[src/rtl/modulo_demux1_4_seq_pkg.sv]
// Shared slot indices for the 4:1 select path and its 1:4 receiving demux.
package modulo_demux1_4_seq_pkg;

    localparam int unsigned SLOT_W    = 2;
    localparam int unsigned NUM_SLOTS = 4;

    localparam logic [SLOT_W-1:0] SLOT_A    = 2'd0;
    localparam logic [SLOT_W-1:0] SLOT_B    = 2'd1;
    localparam logic [SLOT_W-1:0] SLOT_C    = 2'd2;
    localparam logic [SLOT_W-1:0] SLOT_D    = 2'd3;
    localparam logic [SLOT_W-1:0] SLOT_LAST = SLOT_D;

    // One-hot decode of a slot index.
    function automatic logic [NUM_SLOTS-1:0] slot_onehot(input logic [SLOT_W-1:0] idx);
        slot_onehot = NUM_SLOTS'(1) << idx;
    endfunction

endpackage

[src/rtl/modulo_slot_counter.sv]
// Mod-4 slot counter: sync reset, sync clear (frame marker) and enable (valid word).
// A clear together with enable counts the word as slot A, leaving the count at 1.
module modulo_slot_counter
    import modulo_demux1_4_seq_pkg::*;
(
    input  logic              clk,
    input  logic              reset,
    input  logic              clr,
    input  logic              en,
    output logic [SLOT_W-1:0] count,
    output logic              last_c
);

    // Count register; wraps 3 -> 0 naturally.
    always_ff @(posedge clk) begin
        if (reset) begin
            count <= SLOT_A;
        end else if (clr) begin
            count <= en ? SLOT_B : SLOT_A;
        end else if (en) begin
            count <= count + SLOT_W'(1);
        end
    end

    assign last_c = (count == SLOT_LAST);

endmodule

[src/rtl/modulo_demux1_4_seq.sv]
// Sequential 1:4 demux: steers a slot-multiplexed word stream into shadow
// registers and publishes all four slots together when a frame completes.
// Optional feature macro: DEMUX_SLOT_STROBE_EN (adds one-hot slot_strobe output).
module modulo_demux1_4_seq
    import modulo_demux1_4_seq_pkg::*;
#(
    parameter int unsigned DATA_W = 1
) (
    input  logic              clk,
    input  logic              reset,
    input  logic [DATA_W-1:0] data_in,
    input  logic              in_valid,
    input  logic              sync,
    output logic [DATA_W-1:0] out_a,
    output logic [DATA_W-1:0] out_b,
    output logic [DATA_W-1:0] out_c,
    output logic [DATA_W-1:0] out_d,
    output logic [SLOT_W-1:0] slot_sel,
`ifdef DEMUX_SLOT_STROBE_EN
    output logic [NUM_SLOTS-1:0] slot_strobe,
`endif
    output logic              frame_done,
    output logic              frame_err
);

    // Slot D needs no shadow: the last word goes straight to out_d.
    logic [DATA_W-1:0] shadow_a;
    logic [DATA_W-1:0] shadow_b;
    logic [DATA_W-1:0] shadow_c;
    logic              last_c;
    logic              complete_c;
    logic              discard_c;
    logic [SLOT_W-1:0] wr_slot_c;

    modulo_slot_counter u_slot_counter (
        .clk    (clk),
        .reset  (reset),
        .clr    (sync),
        .en     (in_valid),
        .count  (slot_sel),
        .last_c (last_c)
    );

    // Frame events and write target; sync preempts completion.
    always_comb begin
        complete_c = 1'b0;
        discard_c  = 1'b0;
        wr_slot_c  = slot_sel;
        if (sync) begin
            discard_c = (slot_sel != SLOT_A);
            wr_slot_c = SLOT_A;
        end else begin
            complete_c = in_valid && last_c;
        end
    end

    // Shadow capture of accepted words.
    always_ff @(posedge clk) begin
        if (reset) begin
            shadow_a <= '0;
            shadow_b <= '0;
            shadow_c <= '0;
        end else if (in_valid) begin
            case (wr_slot_c)
                SLOT_A:  shadow_a <= data_in;
                SLOT_B:  shadow_b <= data_in;
                SLOT_C:  shadow_c <= data_in;
                default: ;
            endcase
        end
    end

    // Publish outputs and frame status pulses.
    always_ff @(posedge clk) begin
        if (reset) begin
            out_a      <= '0;
            out_b      <= '0;
            out_c      <= '0;
            out_d      <= '0;
            frame_done <= 1'b0;
            frame_err  <= 1'b0;
        end else begin
            frame_done <= complete_c;
            frame_err  <= discard_c;
            if (complete_c) begin
                out_a <= shadow_a;
                out_b <= shadow_b;
                out_c <= shadow_c;
                out_d <= data_in;
            end
        end
    end

`ifdef DEMUX_SLOT_STROBE_EN
    // One-hot strobe of the slot written on the previous edge.
    always_ff @(posedge clk) begin
        if (reset) begin
            slot_strobe <= '0;
        end else begin
            slot_strobe <= in_valid ? slot_onehot(wr_slot_c) : '0;
        end
    end
`endif

endmodule
[config.mk]
export PLATFORM = sky130hd
export DESIGN_NAME = modulo_demux1_4_seq
export DESIGN_NICKNAME = d
export VERILOG_FILES = /design/src/rtl/modulo_demux1_4_seq_pkg.sv /design/src/rtl/modulo_slot_counter.sv /design/src/rtl/modulo_demux1_4_seq.sv
export SDC_FILE = /design/constraint.sdc
export NUM_CORES = 1
export LEC_CHECK = 0
export ABC_AREA = 0
export CAP_MARGIN = 25
export CORE_AREA = 4 4 41 43
export CTS_BUF_LIST = sky130_fd_sc_hd__clkbuf_8 sky130_fd_sc_hd__clkbuf_16
export DETAILED_ROUTE_END_ITERATION = 6
export DIE_AREA = 0 0 45 47
export GPL_TIMING_DRIVEN = 0
export HOLD_SLACK_MARGIN = 0.06
export SLEW_MARGIN = 10
export SYNTH_ARGS = -nofsm -noshare
export SYNTH_HDL_FRONTEND = slang
export SYNTH_HIERARCHICAL = 1
export SYNTH_SLANG_ARGS = --single-unit
[constraint.sdc]
create_clock -name clk -period 1 [get_ports clk]
set_input_delay 0.3 -clock clk [delete_from_list [all_inputs] [get_ports clk]]
set_output_delay 0.3 -clock clk [all_outputs]
set_load 0.005 [all_outputs]
Word level (Yosys, flattened, before mapping)
Index checks and enable logic that the tools add are counted.

operators by class
  add/subtract/negate cells = 1
  eq/ne operators = 3
  mux-type cells = 5
  bitwise logic cells = 1
  reductions and logical operators = 8

operators by type and width
  operator                                                                count
  2-bit two-way mux                                                       3
  2-bit AND reduction                                                     3
  2-bit equality test (second input constant)                             2
  2-bit nonzero test                                                      2
  2-bit by 1-bit adder with 2-bit output (second input constant)          1
  2-bit by 1-bit equality test with 1-bit output (second input constant)  1
  2-bit logical NOT                                                       1
  1-bit two-way mux                                                       2
  2-bit OR reduction                                                      1
  1-bit logical AND                                                       1
  1-bit inverter                                                          1

storage, ports and cells
  register bits = 11
  input port bits = 5

Depth between registers and ports, before layout
Gate-level depths: netlist of the first run.

  depth in word-level cells = 3
  gate-level depth with buffers = 4

By module
The synthesis of the first run kept the hierarchy.

by module, submodules not included
  module               times used  cells each  area each (µm²)  seq. area each (µm²)
  modulo_demux1_4_seq  1           32          357.8            180.2
  modulo_slot_counter  1           9           98.8             40.0

Worst setup path after synthesis of the first run
Ideal clock, no wire load.

  path kind = register -> register
  from = register u_slot_counter.count[1]
  to = register out_a
  setup time = 114 ps
  data arrival time = 894 ps
  data required time = 886 ps
  slack = -9 ps
  stages on the path, launching flop included = 5
  buffers on the path = 0
  cell sequence = dfxtp_1 ha_1 nand3b_4 mux2i_1 nor2_1

between the ends
  cells in the longest elaborated chain, start to end = 3

RTL lines
  item                    line                       source
  start, declared         modulo_slot_counter.sv:10  output logic [SLOT_W-1:0] count,
  start signal, assigned  modulo_slot_counter.sv:19  count <= en ? SLOT_B : SLOT_A;
  start signal, assigned  modulo_slot_counter.sv:21  count <= count + SLOT_W'(1);
  2-bit equality test     modulo_slot_counter.sv:25  assign last_c = (count == SLOT_LAST);
  via last_c              modulo_demux1_4_seq.sv:30  logic last_c;
  1-bit logical AND       modulo_demux1_4_seq.sv:53  complete_c = in_valid && last_c;
  1-bit two-way mux       modulo_demux1_4_seq.sv:49  if (sync) begin
  end signal, assigned    modulo_demux1_4_seq.sv:86  out_a <= shadow_a;
  end, declared           modulo_demux1_4_seq.sv:14  output logic [DATA_W-1:0] out_a,

The timed path passes the listed nets, and every way through them passes these cells.
A chain may end at the register's enable or synchronous reset.

Worst setup path after layout of the first run
  from = register u_slot_counter.count[1]
  to = register shadow_b

between the ends
  cells in the longest elaborated chain, start to end = 3

RTL lines
  item                                            line                       source
  2-bit two-way mux                               modulo_demux1_4_seq.sv:49
  2-bit by 1-bit equality test with 1-bit output  modulo_demux1_4_seq.sv:64  case (wr_slot_c)
  2-bit AND reduction (no source line)            -
  end signal, assigned                            modulo_demux1_4_seq.sv:66  SLOT_B: shadow_b <= data_in;
  end, declared                                   modulo_demux1_4_seq.sv:28  logic [DATA_W-1:0] shadow_b;

No other way between the ends.

==> results of run 1 <==
## worst register-to-register path, stage by stage (launching register included)
cell	delay, ps
dfxtp_4	340
buf_6	110
and4bb_1	260
mux2i_1	180
nor2_1	50
## power groups by stage
| stage | Clock [uW] | Sequential (uW) | Combinational (uW) |
|---|---|---|---|
| 2_1_floorplan | 0 | 465 | 38.2 |
| 3_3_place_gp | 0 | 466 | 80.6 |
| 3_5_place_dp | 0 | 466 | 80.6 |
| 4_1_cts | 445 | 453 | 74.4 |
| 5_1_grt | 472 | 455 | 83.8 |
| 6_report | 433 | 454 | 76.1 |
## area by class of cell
type	count	share of cell area
timing repair buffer	13	0.151
clock buffer	3	0.0655
buffer	1	0.0119
tap	15	0.0298
sequential	11	0.369
clock inverter	1	0.00595
multi-input combinational	29	0.367
## per-stage QoR
step	power (uW)	cell area [sq um]	setup TNS [ps]	hold WS, ps	util
6_report	963	631	-149	415	0.485
5_1_grt	1010	631	-636	421	0.485
4_1_cts	973	624	-215	419	0.480
3_5_place_dp	547	601	-5580	467	0.462
3_3_place_gp	547	601	-5530	465	0.462
2_1_floorplan	504	462	0	369	-
## synth_stat cells
library cell  instances
and4bb_1              2
buf_4                 1
dfxtp_1              11
ha_1                  1
mux2_4                1
mux2i_1               8
nand2b_1              2
nand3b_4              1
nor2_1                9
nor2b_1               2
nor3_1                1
nor3b_1               1
o21ai_0               1
## sequential cells by signal, summed over array words and instances (netlist names)
name / cells
shadow_a: 1
out_a: 1
frame_done: 1
shadow_c: 1
out_b: 1
frame_err: 1
out_d: 1
out_c: 1
shadow_b: 1
u_slot_counter/count: 2
## cells in the final DEF (no fill, tap or decap), types with 2 or more instances in the layout
cell type      count
dfxtp_4            2
clkbuf_8           3
nor2_1             9
nand2b_1           2
and4bb_1           2
mux2i_1            8
dfxtp_1            5
dfxtp_2            4
nor2b_1            2
buf_2              7
buf_6              2
dlygate4sd2_1      2
## path summary, 6_finish.rpt
check                          start                       to  cells past startpoint
max          u_slot_counter/count[1]                 shadow_b                      4
max reg2reg  u_slot_counter/count[1]                 shadow_b                      4
min                            reset  u_slot_counter/count[1]                      2
min reg2reg                    out_a                    out_a                      2
## logic make-up after synthesis
family / count (synthesis) / synth area share
adders and majority gates: 1 / 0.0274
AOI/OAI and AO/OA: 1 / 0.0109
DFF: 11 / 0.482
muxes: 9 / 0.208
buffers and inverters: 1 / 0.0164
and+or+nand+nor: 18 / 0.255
## timing repair
| action | CTS | global route |
|---|---|---|
| resized for setup | 43 | 1 |
| pin swaps | 1 | 0 |
| setup endpoints to repair | 18 | 9 |
| hold buffers | 0 | 0 |
| buffers inserted | 1 | 0 |
## per-layer routing
layer	share of wire	vias to the layer above	GRT usage
met5	0	-	0
met2	0.43	9	0.133
met3	0.068	2	0.0345
li1	-	177	-
met4	0.024	0	0.0702
met1	0.48	151	0.0991
==> impl_metrics.py, run 1 <==
metrics = {
    "outcome": {
        "status": "finished with violations",
        "violations": "setup timing",
    },
    "critical_path": {
        "r2r_slack_ps": -50,
        "worstPathRequired_ps": 1130,
        "critical_path_arrival_ps": 1180,
        "cp_slowest_cell": "dfxtp_4",
        "crit_type": "register to register",
        "worstSetupStartpointType": "register",
        "cp_max_fo": 4,
        "max_stage_delay_ps": 340,
        "cp_top_family": "flip-flops",
        "path_cells": "buf_6, and4bb_1, mux2i_1, nor2_1",
        "endpoint_kind": "register",
        "crit_buf_inv": 1,
    },
    "floorplanning": {
        "die-area_sq_um": 2120,
        "rows": 13,
        "start_util": 0.351,
        "core_sq_um": 1300,
        "die_w_um": 45,
        "die-height_um": 47,
        "boundaryPins": 13,
    },
    "place": {
        "placement.setup.worst_slack_ps": -560,
        "place_inst": 68,
        "dp_hpwl_um": 562,
        "port-buffer-count": 12,
        "gp_congestion": 0.631,
    },
    "cells_and_area": {
        "layout.nets": 65,
        "multiInputGateArea_sq_um": 231,
        "register_area_sq_um": 233,
        "num-fill-cells": 128,
        "drive_gt1_frac": 0.379,
        "syn2layout_area_growth_pct": 38.1,
        "stdcell_count": 73,
        "diodes": 0,
    },
    "sta": {
        "period_share": 1.05,
        "final_max_slew_viol_count": 0,
        "fmax_mhz": 951,
        "clock_skew_ps": 0.936,
        "period_needed_ps": 1050,
        "finalSetupViolations": 7,
        "tightest_slew_ps": 291,
        "setup_slack_ps": -51.3,
        "maxSlewHeadroom": 0.806,
        "grt_setup_unrepaired": "yes",
        "hold_viol": 0,
    },
    "synthesis": {
        "mappedNetlistNets": 47,
        "synth_cell_types": 13,
        "synth_area_per_cell_sq_um": 11.1,
        "synth-seq-area-share": 0.482,
        "synth_seq_cells": 11,
        "synth_area_leaders": "dfxtp_1, mux2i_1, nor2_1",
        "netlist.area_leader.share": 0.482,
        "ys.warnings.count": 6,
        "synth_area_sq_um": 457,
        "yosys.area.top_type": "dfxtp_1",
        "synthesis.instances": 41,
    },
    "run": {
        "max-cap-violations": 0,
    },
    "pwr": {
        "p_leak_uw": 0.000325,
        "p_per_area_nw_per_um2": 1530,
        "sw_frac_of_total": 0.211,
        "seqPwrFrac": 0.471,
        "clkPwrFrac": 0.450,
        "vdd_drop_max_v": 0.000881,
        "p_int_uw": 760,
        "share_comb_of_total_power": 0.079,
        "p_sw_uw": 204,
    },
    "grt": {
        "antenna_found_initial": 0,
        "grt_overflow": 0,
        "grt_use_total": 0.0881,
        "grt_pass1_vias": 323,
        "grt_max_degree": 11,
        "grt_pass1_wl_um": 1260,
    },
    "detailed_routing": {
        "drc_errors": 0,
        "vias": 339,
        "wl_per_cell_um": 10.8,
        "drt-total-wl_um": 790,
        "drtIter0Drc": 2,
        "route.antenna.remaining_nets": 0,
        "firstDrtPassIters": 2,
        "via_per_inst": 4.64,
    },
    "clock_tree": {
        "clk_pin_slew_ps": 50,
        "clockRootBuffer": "clkbuf_8",
        "numCtsBuffers": 3,
        "clock_sinks": 11,
        "cts_buffer_depth": 2,
        "cts_tree": "built",
        "clock_latency_ps": 230,
        "htree_levels": 1,
    },
    "min_path": {
        "hold_class": "primary input to register",
    },
}
Power figures use the tool's default switching activity.
==> inputs of run 2 (changes only) <==
- SETUP_SLACK_MARGIN: unset -> 0.1
==> impl_metrics.py, run 2 (synthesis gave the netlist of run 1 again) <==
metrics = {
    "place": {
        "place_inst": 68,
        "port-buffer-count": 12,
        "gp_congestion": 0.680,
    },
    "grt": {
        "grt_use_total": 0.117,
        "grt_overflow": 0,
        "antenna_found_initial": 0,
        "grt_max_degree": 11,
        "grt_pass1_vias": 362,
        "grt_pass1_wl_um": 1640,
    },
    "pwr": {
        "p_sw_uw": 218,
        "vdd_drop_max_v": 0.000610,
        "p_leak_uw": 0.000357,
        "clkPwrFrac": 0.433,
        "p_int_uw": 784,
        "share_comb_of_total_power": 0.114,
        "p_per_area_nw_per_um2": 1390,
        "sw_frac_of_total": 0.217,
        "seqPwrFrac": 0.453,
    },
    "cells_and_area": {
        "layout.nets": 68,
        "syn2layout_area_growth_pct": 57.8,
        "diodes": 0,
        "multiInputGateArea_sq_um": 260,
        "largest_register_ffs": 2,
        "register_area_sq_um": 231,
        "drive_gt1_frac": 0.443,
        "layout_common_cells": "mux2i_1, nor2_1, dfxtp_1",
        "regMostFlops": "u_slot_counter/count",
        "postLayoutCoreUtil": 0.554,
        "num-fill-cells": 118,
        "stdcell_count": 76,
    },
    "floorplanning": {
        "start_util": 0.351,
        "core_sq_um": 1300,
        "boundaryPins": 13,
        "die-area_sq_um": 2120,
        "die_w_um": 45,
        "rows": 13,
        "die-height_um": 47,
    },
    "sta": {
        "final_max_slew_viol_count": 0,
        "grt_setup_unrepaired": "yes",
        "period_needed_ps": 1120,
        "period_share": 1.12,
        "setup_slack_ps": -125,
        "fmax_mhz": 889,
        "hold_viol": 0,
        "fin_tns_setup_ps": -822,
        "maxSlewHeadroom": 0.793,
        "clock_skew_ps": 7.55,
        "tightest_slew_ps": 311,
        "finalSetupViolations": 12,
    },
    "detailed_routing": {
        "drc_errors": 0,
        "route.antenna.remaining_nets": 0,
        "via_per_inst": 4.68,
        "drtIter0Drc": 6,
        "vias": 356,
        "firstDrtPassIters": 2,
        "wl_per_cell_um": 13.3,
        "drt-total-wl_um": 1010,
    },
    "clock_tree": {
        "clock_latency_ps": 240,
        "numCtsBuffers": 3,
        "htree_levels": 1,
        "clock_sinks": 11,
        "cts_tree": "built",
        "cts_buffer_depth": 2,
        "ctsHoldBuffers": 0,
        "clockRootBuffer": "clkbuf_8",
        "clk_pin_slew_ps": 50,
    },
    "min_path": {
        "hold_class": "primary input to register",
    },
    "critical_path": {
        "max_stage_delay_ps": 350,
        "cp_slowest_cell": "dfxtp_4",
        "cp_top_family": "flip-flops",
        "critical_path_arrival_ps": 1250,
        "endpoint_kind": "register",
        "path_cells": "buf_12, ha_4, nand3b_4, mux2i_1, nor2_1",
        "crit_type": "register to register",
        "cp_max_fo": 5,
        "crit_buf_inv": 1,
        "worstPathRequired_ps": 1120,
        "worstSetupStartpointType": "register",
    },
    "outcome": {
        "status": "finished with violations",
        "violations": "setup timing",
    },
    "run": {
        "max-cap-violations": 0,
    },
}
## run 2: metal layers
| layer | vias to the layer above | routed length [um] | share of wire | track usage |
|---|---|---|---|---|
| li1 | 180 | - | - | - |
| met1 | 165 | 402 | 0.40 | 0.113 |
| met2 | 9 | 526 | 0.52 | 0.203 |
| met3 | 2 | 65 | 0.064 | 0.0460 |
| met4 | 0 | 19 | 0.019 | 0.0877 |
| met5 | - | 0 | 0 | 0 |
## run 2: power groups by stage
stage | combinational [uW] | sequential [uW] | clock, uW
global route | 123 | 454 | 477
global placement | 82.1 | 467 | 0
detailed placement | 87.0 | 468 | 0
floorplan | 41.2 | 467 | 0
finish | 115 | 454 | 433
CTS | 101 | 453 | 453
## run 2: cell type report
| type | count | area share |
|---|---|---|
| Sequential cell | 11 | 0.321 |
| Buffer | 1 | 0.0156 |
| Tap cell | 15 | 0.0260 |
| Multi-Input combinational cell | 29 | 0.361 |
| Timing Repair Buffer | 16 | 0.214 |
| Clock buffer | 3 | 0.0573 |
| Clock inverter | 1 | 0.00521 |
## run 2: worst register-to-register path: stages (launching register included)
cell and delay (ps):
dfxtp_4 350, buf_12 130, ha_4 150, nand3b_4 110
mux2i_1 200, nor2_1 60
## run 2: through the flow
stage | worst slack, ps | hold WS, ps | power, uW | cell area [sq um]
finish | -125 | 425 | 1000 | 721
global route | -181 | 442 | 1050 | 721
CTS | -141 | 421 | 1010 | 684
detailed placement | -562 | 473 | 555 | 618
global placement | -528 | 459 | 549 | 618
floorplan | 70.4 | 369 | 508 | 479
## run 2: timing repair
| action | 4_1_cts | 5_1_grt |
|---|---|---|
| cloned | 0 | 0 |
| resized for setup | 41 | 6 |
| pin swaps | 0 | 2 |
| endpoints found under the setup margin | 19 | 18 |
| setup buffers | 2 | 2 |
## run 2: worst paths after layout
kind / slack [ps] / to / from / cells after the start
max: -120 / out_a / u_slot_counter/count[1] / 5
min: 430 / u_slot_counter/count[1] / reset / 2
max reg2reg: -120 / out_a / u_slot_counter/count[1] / 5
min reg2reg: 480 / shadow_a / shadow_a / 2
==> inputs of run 3 (changes only) <==
- SETUP_SLACK_MARGIN: 0.1 -> unset
==> results of run 3 <==
Same layout as run 1: the final DEF is identical, and so are final timing and power.
